$ cat config.mk
export PLATFORM = sky130hd
export DESIGN_NAME = uart_ram_loader
export DESIGN_NICKNAME = d
export VERILOG_FILES = /design/src/rtl/uart_ram_loader.sv
export SDC_FILE = /design/constraint.sdc
export NUM_CORES = 1
export LEC_CHECK = 0
export BUFFER_PORTS_ARGS = -buffer_cell sky130_fd_sc_hd__buf_2
export CELL_PAD_IN_SITES_DETAIL_PLACEMENT = 1
export CELL_PAD_IN_SITES_GLOBAL_PLACEMENT = 1
export CORE_UTILIZATION = 48
export CTS_CLUSTER_SIZE = 8
export DETAILED_ROUTE_END_ITERATION = 7
export GPL_TIMING_DRIVEN = 0
export PLACE_DENSITY = 0.88
export RECOVER_POWER = 50
export REMOVE_ABC_BUFFERS = 1
export SLEW_MARGIN = 20
export SYNTH_ARGS = -nofsm -noshare
export SYNTH_HDL_FRONTEND = slang
export SYNTH_SLANG_ARGS = --single-unit
$ cat constraint.sdc
create_clock -name clk -period 7.6 [get_ports clk]
set_clock_uncertainty 0.15 [all_clocks]
set_input_delay 1.9 -clock clk [delete_from_list [all_inputs] [get_ports clk]]
set_output_delay 1.9 -clock clk [all_outputs]
set_load 0.01 [all_outputs]
$ cat src/rtl/uart_ram_loader.sv
// Boot loader: 8N1 UART frames (A5, LEN, N words, XOR csum) written to RAM as 16-bit words.
// Write strobe lands one cycle after each LO byte; no backpressure, RAM port is owned while cpu_hold is high.
module uart_ram_loader #(
  parameter int CLKS_PER_BIT = 434,
  parameter int ADDR_W       = 13,
  parameter int BASE_ADDR    = 0
) (
  input  logic              clk,
  input  logic              reset,
  input  logic              rx,
  output logic [ADDR_W-1:0] mem_addr,
  output logic [15:0]       mem_wdata,
  output logic              mem_we,
  output logic              cpu_hold,
  output logic              busy,
  output logic              done,
  output logic              err
);

  localparam int                CW   = $clog2(CLKS_PER_BIT);
  localparam logic [ADDR_W-1:0] BASE = ADDR_W'(BASE_ADDR);
  localparam logic [7:0]        SYNC = 8'hA5;

  typedef enum logic [2:0] {U_IDLE, U_START, U_DATA, U_STOP, U_WAIT} ustate_t;
  typedef enum logic [2:0] {
    L_IDLE, L_LEN_HI, L_LEN_LO, L_DATA_HI, L_DATA_LO, L_CSUM, L_FAIL
  } lstate_t;

  logic          rx_m, rx_s, rx_q;
  ustate_t       u_state, u_next;
  logic [CW-1:0] cnt;
  logic [2:0]    bit_cnt;
  logic [7:0]    rx_byte;
  logic          half_tick, bit_tick;
  logic          byte_valid, frame_err;

  lstate_t       l_state, l_next;
  logic [7:0]    len_hi, data_hi, csum;
  logic [15:0]   remain, len_full;
  logic          len_too_big;
  logic          start_frame, write_word, data_byte, csum_good, enter_fail;

  // rx_q holds the previous synchronized sample for falling-edge detection
  always_ff @(posedge clk) begin
    if (reset) begin
      {rx_m, rx_s, rx_q} <= 3'b111;
    end else begin
      rx_m <= rx;
      rx_s <= rx_m;
      rx_q <= rx_s;
    end
  end

  assign half_tick = (cnt == CW'(CLKS_PER_BIT / 2 - 1));
  assign bit_tick  = (cnt == CW'(CLKS_PER_BIT - 1));

  always_ff @(posedge clk) begin
    if (reset) u_state <= U_IDLE;
    else       u_state <= u_next;
  end

  always_comb begin
    u_next = u_state;
    unique case (u_state)
      U_IDLE:  if (rx_q && !rx_s) u_next = U_START;
      U_START: if (half_tick) u_next = rx_s ? U_IDLE : U_DATA;
      U_DATA:  if (bit_tick && bit_cnt == 3'd7) u_next = U_STOP;
      U_STOP:  if (bit_tick) u_next = U_WAIT;
      U_WAIT:  if (rx_s) u_next = U_IDLE;
      default: u_next = U_IDLE;
    endcase
  end

  always_comb begin
    byte_valid = (u_state == U_STOP) && bit_tick && rx_s;
    frame_err  = (u_state == U_STOP) && bit_tick && !rx_s;
  end

  always_ff @(posedge clk) begin
    if (reset) begin
      cnt     <= '0;
      bit_cnt <= '0;
      rx_byte <= '0;
    end else begin
      if (u_state == U_IDLE || u_state == U_WAIT || bit_tick ||
          (u_state == U_START && half_tick))
        cnt <= '0;
      else
        cnt <= cnt + 1'b1;
      if (u_state == U_START) bit_cnt <= '0;
      if (u_state == U_DATA && bit_tick) begin
        rx_byte <= {rx_s, rx_byte[7:1]};
        bit_cnt <= bit_cnt + 1'b1;
      end
    end
  end

  assign len_full    = {len_hi, rx_byte};
  assign len_too_big = ({16'd0, len_full} > (32'd1 << ADDR_W));

  always_ff @(posedge clk) begin
    if (reset) l_state <= L_IDLE;
    else       l_state <= l_next;
  end

  always_comb begin
    l_next = l_state;
    if (frame_err && l_state != L_IDLE) begin
      l_next = L_FAIL;
    end else if (byte_valid) begin
      unique case (l_state)
        L_IDLE, L_FAIL: if (rx_byte == SYNC) l_next = L_LEN_HI;
        L_LEN_HI:  l_next = L_LEN_LO;
        L_LEN_LO:  l_next = (len_full == 16'd0) ? L_CSUM :
                            len_too_big ? L_FAIL : L_DATA_HI;
        L_DATA_HI: l_next = L_DATA_LO;
        L_DATA_LO: l_next = (remain == 16'd1) ? L_CSUM : L_DATA_HI;
        L_CSUM:    l_next = (rx_byte == csum) ? L_IDLE : L_FAIL;
        default:   l_next = L_IDLE;
      endcase
    end
  end

  always_comb begin
    start_frame = byte_valid && rx_byte == SYNC &&
                  (l_state == L_IDLE || l_state == L_FAIL);
    write_word  = byte_valid && l_state == L_DATA_LO;
    data_byte   = byte_valid && (l_state == L_DATA_HI || l_state == L_DATA_LO);
    csum_good   = byte_valid && l_state == L_CSUM && rx_byte == csum;
    enter_fail  = (l_next == L_FAIL) && (l_state != L_FAIL);
    busy        = (l_state != L_IDLE) && (l_state != L_FAIL);
    cpu_hold    = (l_state != L_IDLE);
  end

  // address advances the cycle after the strobe so it stays stable while mem_we is high
  always_ff @(posedge clk) begin
    if (reset) begin
      mem_addr  <= BASE;
      mem_wdata <= '0;
      mem_we    <= 1'b0;
      done      <= 1'b0;
      err       <= 1'b0;
      len_hi    <= '0;
      data_hi   <= '0;
      remain    <= '0;
      csum      <= '0;
    end else begin
      mem_we <= write_word;
      if (write_word) mem_wdata <= {data_hi, rx_byte};
      if (start_frame)  mem_addr <= BASE;
      else if (mem_we)  mem_addr <= mem_addr + 1'b1;
      if (byte_valid && l_state == L_LEN_HI)  len_hi  <= rx_byte;
      if (byte_valid && l_state == L_LEN_LO)  remain  <= len_full;
      if (byte_valid && l_state == L_DATA_HI) data_hi <= rx_byte;
      if (write_word) remain <= remain - 1'b1;
      if (data_byte)  csum   <= csum ^ rx_byte;
      if (start_frame) begin
        done <= 1'b0;
        err  <= 1'b0;
        csum <= '0;
      end
      if (csum_good)  done <= 1'b1;
      if (enter_fail) err  <= 1'b1;
    end
  end

endmodule

==> Word-level counts from Yosys, hierarchy flattened <==
Index checks and enable logic that the tools add are counted.
{ "op_classes": {"muxes": 22, "order_cmp": 1, "eq_ne": 23, "n_addsub": 4, "n_bitwise": 1, "reduce_logical": 37} }
{ "op_table": {"columns": ["operator", "n"], "rows": [
  ["$mux 3", 14],
  ["$mux 16", 2],
  ["$logic_and 1x1->1", 19],
  ["$eq 3x3->1 const B", 6],
  ["$pmux 3 s6", 1],
  ["$eq 16x1->1 const B", 1],
  ["$gt 16x14->1 const B", 1],
  ["$logic_not 16->1", 1],
  ["$sub 16x1->16 const B", 1],
  ["$pmux 3 s5", 1],
  ["$add 13x1->13 const B", 1],
  ["$eq 3x2->1 const B", 4],
  ["$ne 2x2->1 const B", 5],
  ["$add 9x1->9 const B", 1],
  ["$eq 9x8->1 const B", 1],
  ["$eq 9x9->1 const B", 1],
  ["$eq 8x8->1", 1],
  ["$eq 8x8->1 const B", 1],
  ["$reduce_bool 2->1", 4],
  ["$xor 8x8->8", 1],
  ["$eq 3x1->1 const B", 2],
  ["$logic_not 3->1", 2],
  ["$reduce_or 2->1", 3],
  ["$logic_or 1x1->1", 5],
  ["other kinds (7)", 9]
]} }
{ "word_totals": {"inputBits": 3, "regBits": 101, "out_inout_bits": 34, "wordCells": 105} }

==> Logic depth before layout (Yosys ltp) <==
Gate-level depths: netlist of run 1.
{ "depth": {"word_depth": 9, "mapped_depth": 10, "ltp_nobuf": 8} }

==> Least setup slack after synthesis of run 1 <==
Ideal clock, no wire load.
{ "synth_timing": {"path_type": "in2reg", "startpoint": "in reset", "endpoint": "reg bit_cnt[0]", "setup_time_ps": 128, "arrival_ps": 2716, "slack_ps": 4607, "n_path_buf": 3, "stages": 4, "path_cell_list": "clkbuf_1 > clkbuf_1 > clkbuf_1 > nor2_1"} }
{ "synth_rtl": {"columns": ["item", "line", "rtl"], "rows": [
  ["from (decl)", "9", "input logic reset,"],
  ["to (signal assigned)", "93", "bit_cnt <= bit_cnt + 1'b1;"],
  ["to (decl)", "32", "logic [2:0] bit_cnt;"]
]} }
No word-level cell between the ends.

==> Worst setup path in the final report of run 1 <==
{ "layout_timing": {"startpoint": "reg cnt[6]", "endpoint": "reg bit_cnt[0]"} }
{ "layout_via": {"elab_chain_cells": 3, "word_cells_on_any_way": 4, "cone_classes": "1 x eq/ne; 1 x mux; 2 x reduce/logical"} }
{ "layout_lines": {"columns": ["item", "line", "rtl"], "rows": [
  ["from (decl)", "31", "logic [CW-1:0] cnt;"],
  ["from (signal assigned)", "89", "cnt <= cnt + 1'b1;"],
  ["$eq 9x9->1 *", "55", "assign bit_tick = (cnt == CW'(CLKS_PER_BIT - 1));"],
  ["$logic_and 1x1->1 *", "91", "if (u_state == U_DATA && bit_tick) begin"],
  ["$mux 3 or $reduce_bool 2->1 (tied branches)", null, null]
]} }
Every way passes the cells marked *; elsewhere a longest branch is shown, timed or not.
A chain may end at the register's enable or synchronous reset.

==> results.yml, run 1 <==
die:
  die_y_um: 101
  start_util: 0.500
  core-area_mm2: 0.00933
  rows: 35
  fp.dieW_um: 101
  dieArea_mm2: 0.0101
  io_pins: 37
worst_setup_path:
  arrival_ns: 4.28
  required_ns: 7.67
  worstSetupEndpointType: "flip-flop"
  crit_path_cell_trace: "or3_1, or3_1, nor4b_1, mux2_2, nor2_1"
  path_max_fanout: 13
  crit_type: "flip-flop to flip-flop"
  cpMaxStageDelayCell: "nor4b_1"
  start_kind: "flip-flop"
  crit_buf_inv: 0
  path_common_cell: "or3_1"
  crit_family: "simple AND/OR/NAND/NOR gates"
  cp_slowest_stage_delay_ns: 2.18
cts:
  cts_buffers: 9
  path_clk_slew_ns: 0.10
  clkLatencyLatePin_ns: 0.37
  cts-root-buf: "clkbuf_8"
  cts.sink_count: 101
  cts_tree: "done"
  htreeDepth: 3
  max-clock-path-buffers: 2
  cts-resized-gates: 0
  holdBufCountCts: 0
  cts_setup_buffers: 0
sta:
  hold_viol: 0
  max_freq_ghz: 0.238
  maxSlewHeadroom: -0.873
  setup_violations: 0
  grt_setup_unrepaired: "no"
  whs_ns: 0.273
  final.setup.tns_ns: 0
  slew_violations: 14
  tightestPinTransition_ns: 2.77
  period_share: 0.553
  fin_crit_ns: 4.21
run:
  maxCapViolations: 1
placed_design:
  dp_hpwl_mm: 8.24
  io_buffers: 36
  placed_cells: 701
  gp_congestion: 0.872
cells_and_area:
  regArea_mm2: 0.00202
  drive_above_1_share: 0.0595
  insertedDiodeCount: 0
  finalNonFillerCells: 717
  area_growth_pct: 8.01
  fillers: 1162
  multi_input_area_mm2: 0.00243
  nets: 594
logic_synthesis:
  ys_seq_elements: 101
  synth-main-ff-cell: "dfxtp_1"
  synthTopCellsByArea: "dfxtp_1, nand2_1, nor2_1, a21oi_1, mux2i_1"
  syn_area_mm2: 0.00467
  yosysTopAreaCell: "dfxtp_1"
  yosysMostFrequentCell: "dfxtp_1"
  synth_edf_count: 0
  yosysWarnings: 0
  yosysSeqAreaShare: 0.433
  yosys.cell_types.count: 56
  ys_top_cells_by_count: "dfxtp_1, nand2_1, nor2_1, a21oi_1, clkbuf_1"
  yosysTopAreaCellShare: 0.433
  avgSynthCellArea_um2: 8.20
  synthArstFlopShare: 0
  netlist_instances: 569
power:
  swShare: 0.235
  p_seq_frac: 0.564
  power_density_mw_per_mm2: 192
  p_clk_frac: 0.388
  leakage_nw: 1.73
  p_switching_mw: 0.228
  ir_drop_uv: 123
  combPwrFrac: 0.048
  internal_power_mw: 0.740
routing:
  drc: 0
  wl_per_cell_um: 16.9
  routed_wl_mm: 12.1
  dr.pass1.iters: 4
  ant_nets: 0
  dr.first_iter.drc_count: 232
  vias: 4064
  viasPerCell: 5.67
outcome:
  status: "finished, violations left"
  violations: "max-capacitance violations, max-slew violations"
hold_path:
  hp-class: "flip-flop to flip-flop"
grt:
  grt_usage: 0.256
  grt_pass1_wl_mm: 20.4
  grt_start_max_net_pins: 72
  gr-total-overflow: 0
  grt_pass1_vias: 4189
  antenna_found_initial: 0
per-stage QoR:
stage | power [mW] | area (µm²) | util | setup slack (ns)
2_1_floorplan | 0.587 | 4530 | - | 4.80
3_3_place_gp | 0.601 | 4870 | 0.522 | 3.48
3_5_place_dp | 0.607 | 4880 | 0.523 | 3.85
4_1_cts | 0.982 | 5100 | 0.547 | 4.14
5_1_grt | 1.01 | 5040 | 0.541 | 3.04
6_report | 0.968 | 5040 | 0.541 | 3.39
cell usage in the layout (no fill, tap or decap), types with 7 or more instances in the layout:
cell type,instances
dfxtp_1,101
nand2_1,90
nor2_1,81
a21oi_1,53
clkbuf_1,28
xnor2_1,18
xor2_1,18
mux2i_1,18
inv_1,15
nor3_1,15
o21ai_0,11
nand4_1,10
nand3_1,9
or3_1,9
clkbuf_8,9
nor4_1,8
ha_1,8
buf_2,8
and3_1,7
cell type report:
cell class,instances,area share
sequential,101,0.401
multi-input combinational,420,0.482
clock buffer,10,0.0253
inverter,15,0.0112
clock inverter,6,0.0186
timing repair buffer,36,0.0295
tap,129,0.0320
worst register-to-register path, cell delays in order, from the launching register on:
cell and delay, ns:
dfxtp_1 0.38, or3_1 0.40, or3_1 0.46, nor4b_1 2.18, mux2_2 0.47, nor2_1 0.04
cells by family (layout without fill, tap and decap cells):
kind of cell             after synthesis  in the layout  share of synthesized area
buffers and inverters                 48             67                     0.0421
AO/OA/AOI/OAI                         93             93                      0.119
XOR/XNOR                              36             36                     0.0675
AND/OR/NAND/NOR                      261            261                      0.268
multiplexers                          22             22                     0.0482
adder cells (fa/ha/maj)                8              8                     0.0214
flip-flops                           101            101                      0.433
per-layer routing:
| metal | part of all wire | global-route usage |
|---|---|---|
| met3 | 0.041 | 0.0395 |
| met1 | 0.43 | 0.319 |
| met5 | 0 | 0 |
| met4 | 0.013 | 0.0780 |
| met2 | 0.52 | 0.455 |
power by group through the flow:
stage | registers, mW | clock network [mW] | logic [mW]
after floorplan | 0.555 | 0 | 0.0321
after global placement | 0.558 | 0 | 0.0437
after detailed placement | 0.560 | 0 | 0.0463
after CTS | 0.548 | 0.388 | 0.0466
after global routing | 0.547 | 0.408 | 0.0525
final | 0.546 | 0.376 | 0.0461
state kept, by name, summed over array words and instances, names as in the netlist, 8 cells and up:
name,count
mem_wdata,16
remain,16
mem_addr,13
cnt,9
csum,8
data_hi,8
len_hi,8
rx_byte,8
path summary, 6_finish.rpt:
path                from         end  slack (ns)  cells after the start
setup / recovery  cnt[6]  bit_cnt[0]        3.39                      5
hold / removal      rx_m        rx_s        0.27                      1
setup reg to reg  cnt[6]  bit_cnt[0]        3.39                      5
hold reg to reg     rx_m        rx_s        0.27                      1
Power figures use the tool's default switching activity.
==> inputs of run 2 (changes only) <==
--- a/config.mk
+++ b/config.mk
@@ -5,14 +5,15 @@
 export SDC_FILE = /design/constraint.sdc
 export NUM_CORES = 1
 export LEC_CHECK = 0
+export ABC_AREA = 1
 export BUFFER_PORTS_ARGS = -buffer_cell sky130_fd_sc_hd__buf_2
 export CELL_PAD_IN_SITES_DETAIL_PLACEMENT = 1
 export CELL_PAD_IN_SITES_GLOBAL_PLACEMENT = 1
-export CORE_UTILIZATION = 48
+export CORE_UTILIZATION = 39
 export CTS_CLUSTER_SIZE = 8
 export DETAILED_ROUTE_END_ITERATION = 7
 export GPL_TIMING_DRIVEN = 0
-export PLACE_DENSITY = 0.88
+export PLACE_DENSITY = 0.79
 export RECOVER_POWER = 50
 export REMOVE_ABC_BUFFERS = 1
 export SLEW_MARGIN = 20
==> constraint.sdc (replaced) <==
create_clock -name clk -period 3.55 [get_ports clk]
set_clock_uncertainty 0.15 [all_clocks]
set_input_delay 0.8875 -clock clk [delete_from_list [all_inputs] [get_ports clk]]
set_output_delay 0.8875 -clock clk [all_outputs]
set_load 0.01 [all_outputs]
==> results.yml, run 2 <==
cells_and_area:
  area_growth_pct: 9.84
  multi_input_area_mm2: 0.00229
  final_cell_mix: "nand2_1, dfxtp_1, nor2_1"
  final_common_cell: "nand2_1"
  drive_above_1_share: 0.0446
  stdcell_area_mm2: 0.00514
  final_core_util: 0.444
  regArea_mm2: 0.00202
  fillers: 1481
  reg_top3: "mem_wdata (16), remain (16), mem_addr (13)"
  finalNonFillerCells: 815
  insertedDiodeCount: 0
  nets: 679
die:
  rows: 39
  dieArea_mm2: 0.0124
  fp.dieW_um: 112
  start_util: 0.405
  io_pins: 37
  die_y_um: 112
  core-area_mm2: 0.0116
routing:
  vias: 4272
  dr.pass1.iters: 6
  routed_wl_mm: 12.2
  dr.first_iter.drc_count: 155
  drc: 8
  viasPerCell: 5.24
  wl_per_cell_um: 15.0
  ant_nets: 0
logic_synthesis:
  yosys.cell_types.count: 41
  ys_top_cells_by_count: "nand2_1, dfxtp_1, nor2_1, a21oi_1, inv_1"
  avgSynthCellArea_um2: 7.26
  synthArstFlopShare: 0
  yosysMostFrequentCell: "nand2_1"
  syn_area_mm2: 0.00468
  yosysSeqAreaShare: 0.432
  synthTopCellsByArea: "dfxtp_1, nand2_1, a21oi_1, nor2_1, inv_1"
  ys_seq_elements: 101
  netlist_instances: 645
  yosysTopAreaCellShare: 0.432
  yosysWarnings: 0
  synth-main-ff-cell: "dfxtp_1"
  yosysTopAreaCell: "dfxtp_1"
  synth_edf_count: 0
grt:
  antenna_found_initial: 0
  grt_usage: 0.209
  gr-total-overflow: 0
  grt_pass1_vias: 4334
  grt_pass1_wl_mm: 20.8
  grt_start_max_net_pins: 46
worst_setup_path:
  crit_type: "input pin to flip-flop"
  worstSetupEndpointType: "flip-flop"
  required_ns: 3.62
  r2r_slack_ns: 0.76
  start_kind: "input pin"
  path_max_fanout: 45
  arrival_ns: 3.12
sta:
  timing.final.ws_setup_ns: 0.506
  whs_ns: 0.262
  grt_setup_unrepaired: "no"
  tightestPinTransition_ns: 1.05
  slew_violations: 0
  max_freq_ghz: 0.329
  final.setup.tns_ns: 0
  period_share: 0.857
  hold_viol: 0
  fin_crit_ns: 3.04
  setup_violations: 0
  maxSlewHeadroom: 0.293
cts:
  cts_tree: "done"
  path_clk_slew_ns: 0.07
  cts-resized-gates: 0
  holdBufCountCts: 0
  cts_setup_buffers: 0
  htreeDepth: 3
  clkLatencyLatePin_ns: 0.35
  max-clock-path-buffers: 2
  cts-root-buf: "clkbuf_16"
  cts_buffers: 9
  cts.sink_count: 101
power:
  ir_drop_uv: 222
  leakage_nw: 1.99
  finalPower_mw: 2.29
  power_density_mw_per_mm2: 445
outcome:
  status: "finished, violations left"
  violations: "design-rule violations"
placed_design:
  gp_congestion: 0.841
  io_buffers: 36
  placed_cells: 800
  dp_hpwl_mm: 8.64
  place_area_mm2: 0.00492
  dp_slack_ns: 0.0437
run:
  maxCapViolations: 0
hold_path:
  hp-class: "flip-flop to flip-flop"
-- run 2: changes by cell type in the layout (fill, tap and decap cells not counted), moves of 6 or more --
| cell | change |
|---|---|
| nand2_1 | +52 |
| inv_1 | +45 |
| o21ai_0 | +24 |
| nand3_1 | +21 |
| a21oi_1 | +20 |
| mux2i_1 | -18 |
| clkbuf_16 | +9 |
| o21ai_1 | +9 |
| or3_1 | -9 |
| clkbuf_1 | +8 |
| and3_1 | -7 |
| nor4_1 | -7 |
| buf_2 | -6 |
| clkbuf_8 | -6 |
-- run 2: power by group --
part           switching, mW  internal, mW  leakage (nW)  total, mW
Clock                  0.423         0.529         0.139      0.952
Sequential            0.0165          1.15         0.814       1.17
Combinational          0.122        0.0465          1.03      0.169
Total                  0.562          1.73          1.99       2.29
-- run 2: routing by layer --
layer | up-vias | track usage | part of all wire
met5 | - | 0 | 0
met4 | 0 | 0.0910 | 0.018
met3 | 19 | 0.0359 | 0.044
met2 | 64 | 0.349 | 0.48
met1 | 2048 | 0.265 | 0.46
li1 | 2141 | - | -
-- run 2: cells by family (layout without fill, tap and decap cells) --
family,Yosys count,after routing,synth area share
flip-flops,101,101,0.432
XOR/XNOR,27,27,0.0505
AO/OA/AOI/OAI,136,136,0.159
adder cells (fa/ha/maj),8,8,0.0214
buffers and inverters,86,113,0.0751
AND/OR/NAND/NOR,287,287,0.262
-- run 2: final timing paths --
check | from | endpoint | cells past startpoint
setup reg to reg | cnt[0] | remain[9] | 11
hold / removal | rx_m | rx_s | 1
hold reg to reg | rx_m | rx_s | 1
setup / recovery | reset | csum[1] | 6
-- run 2: final cells by class --
cell class	instances	share of cell area
multi-input combinational	458	0.445
sequential	101	0.393
clock buffer	14	0.0533
inverter	62	0.0455
tap	143	0.0348
timing repair buffer	36	0.0268
clock inverter	1	0.000974
-- run 2: critical path, stage by stage --
cell     delay, ns
buf_2         0.63
inv_1         0.67
nand2_2       0.54
inv_1         0.18
o21ai_0       0.11
a21oi_1       0.06
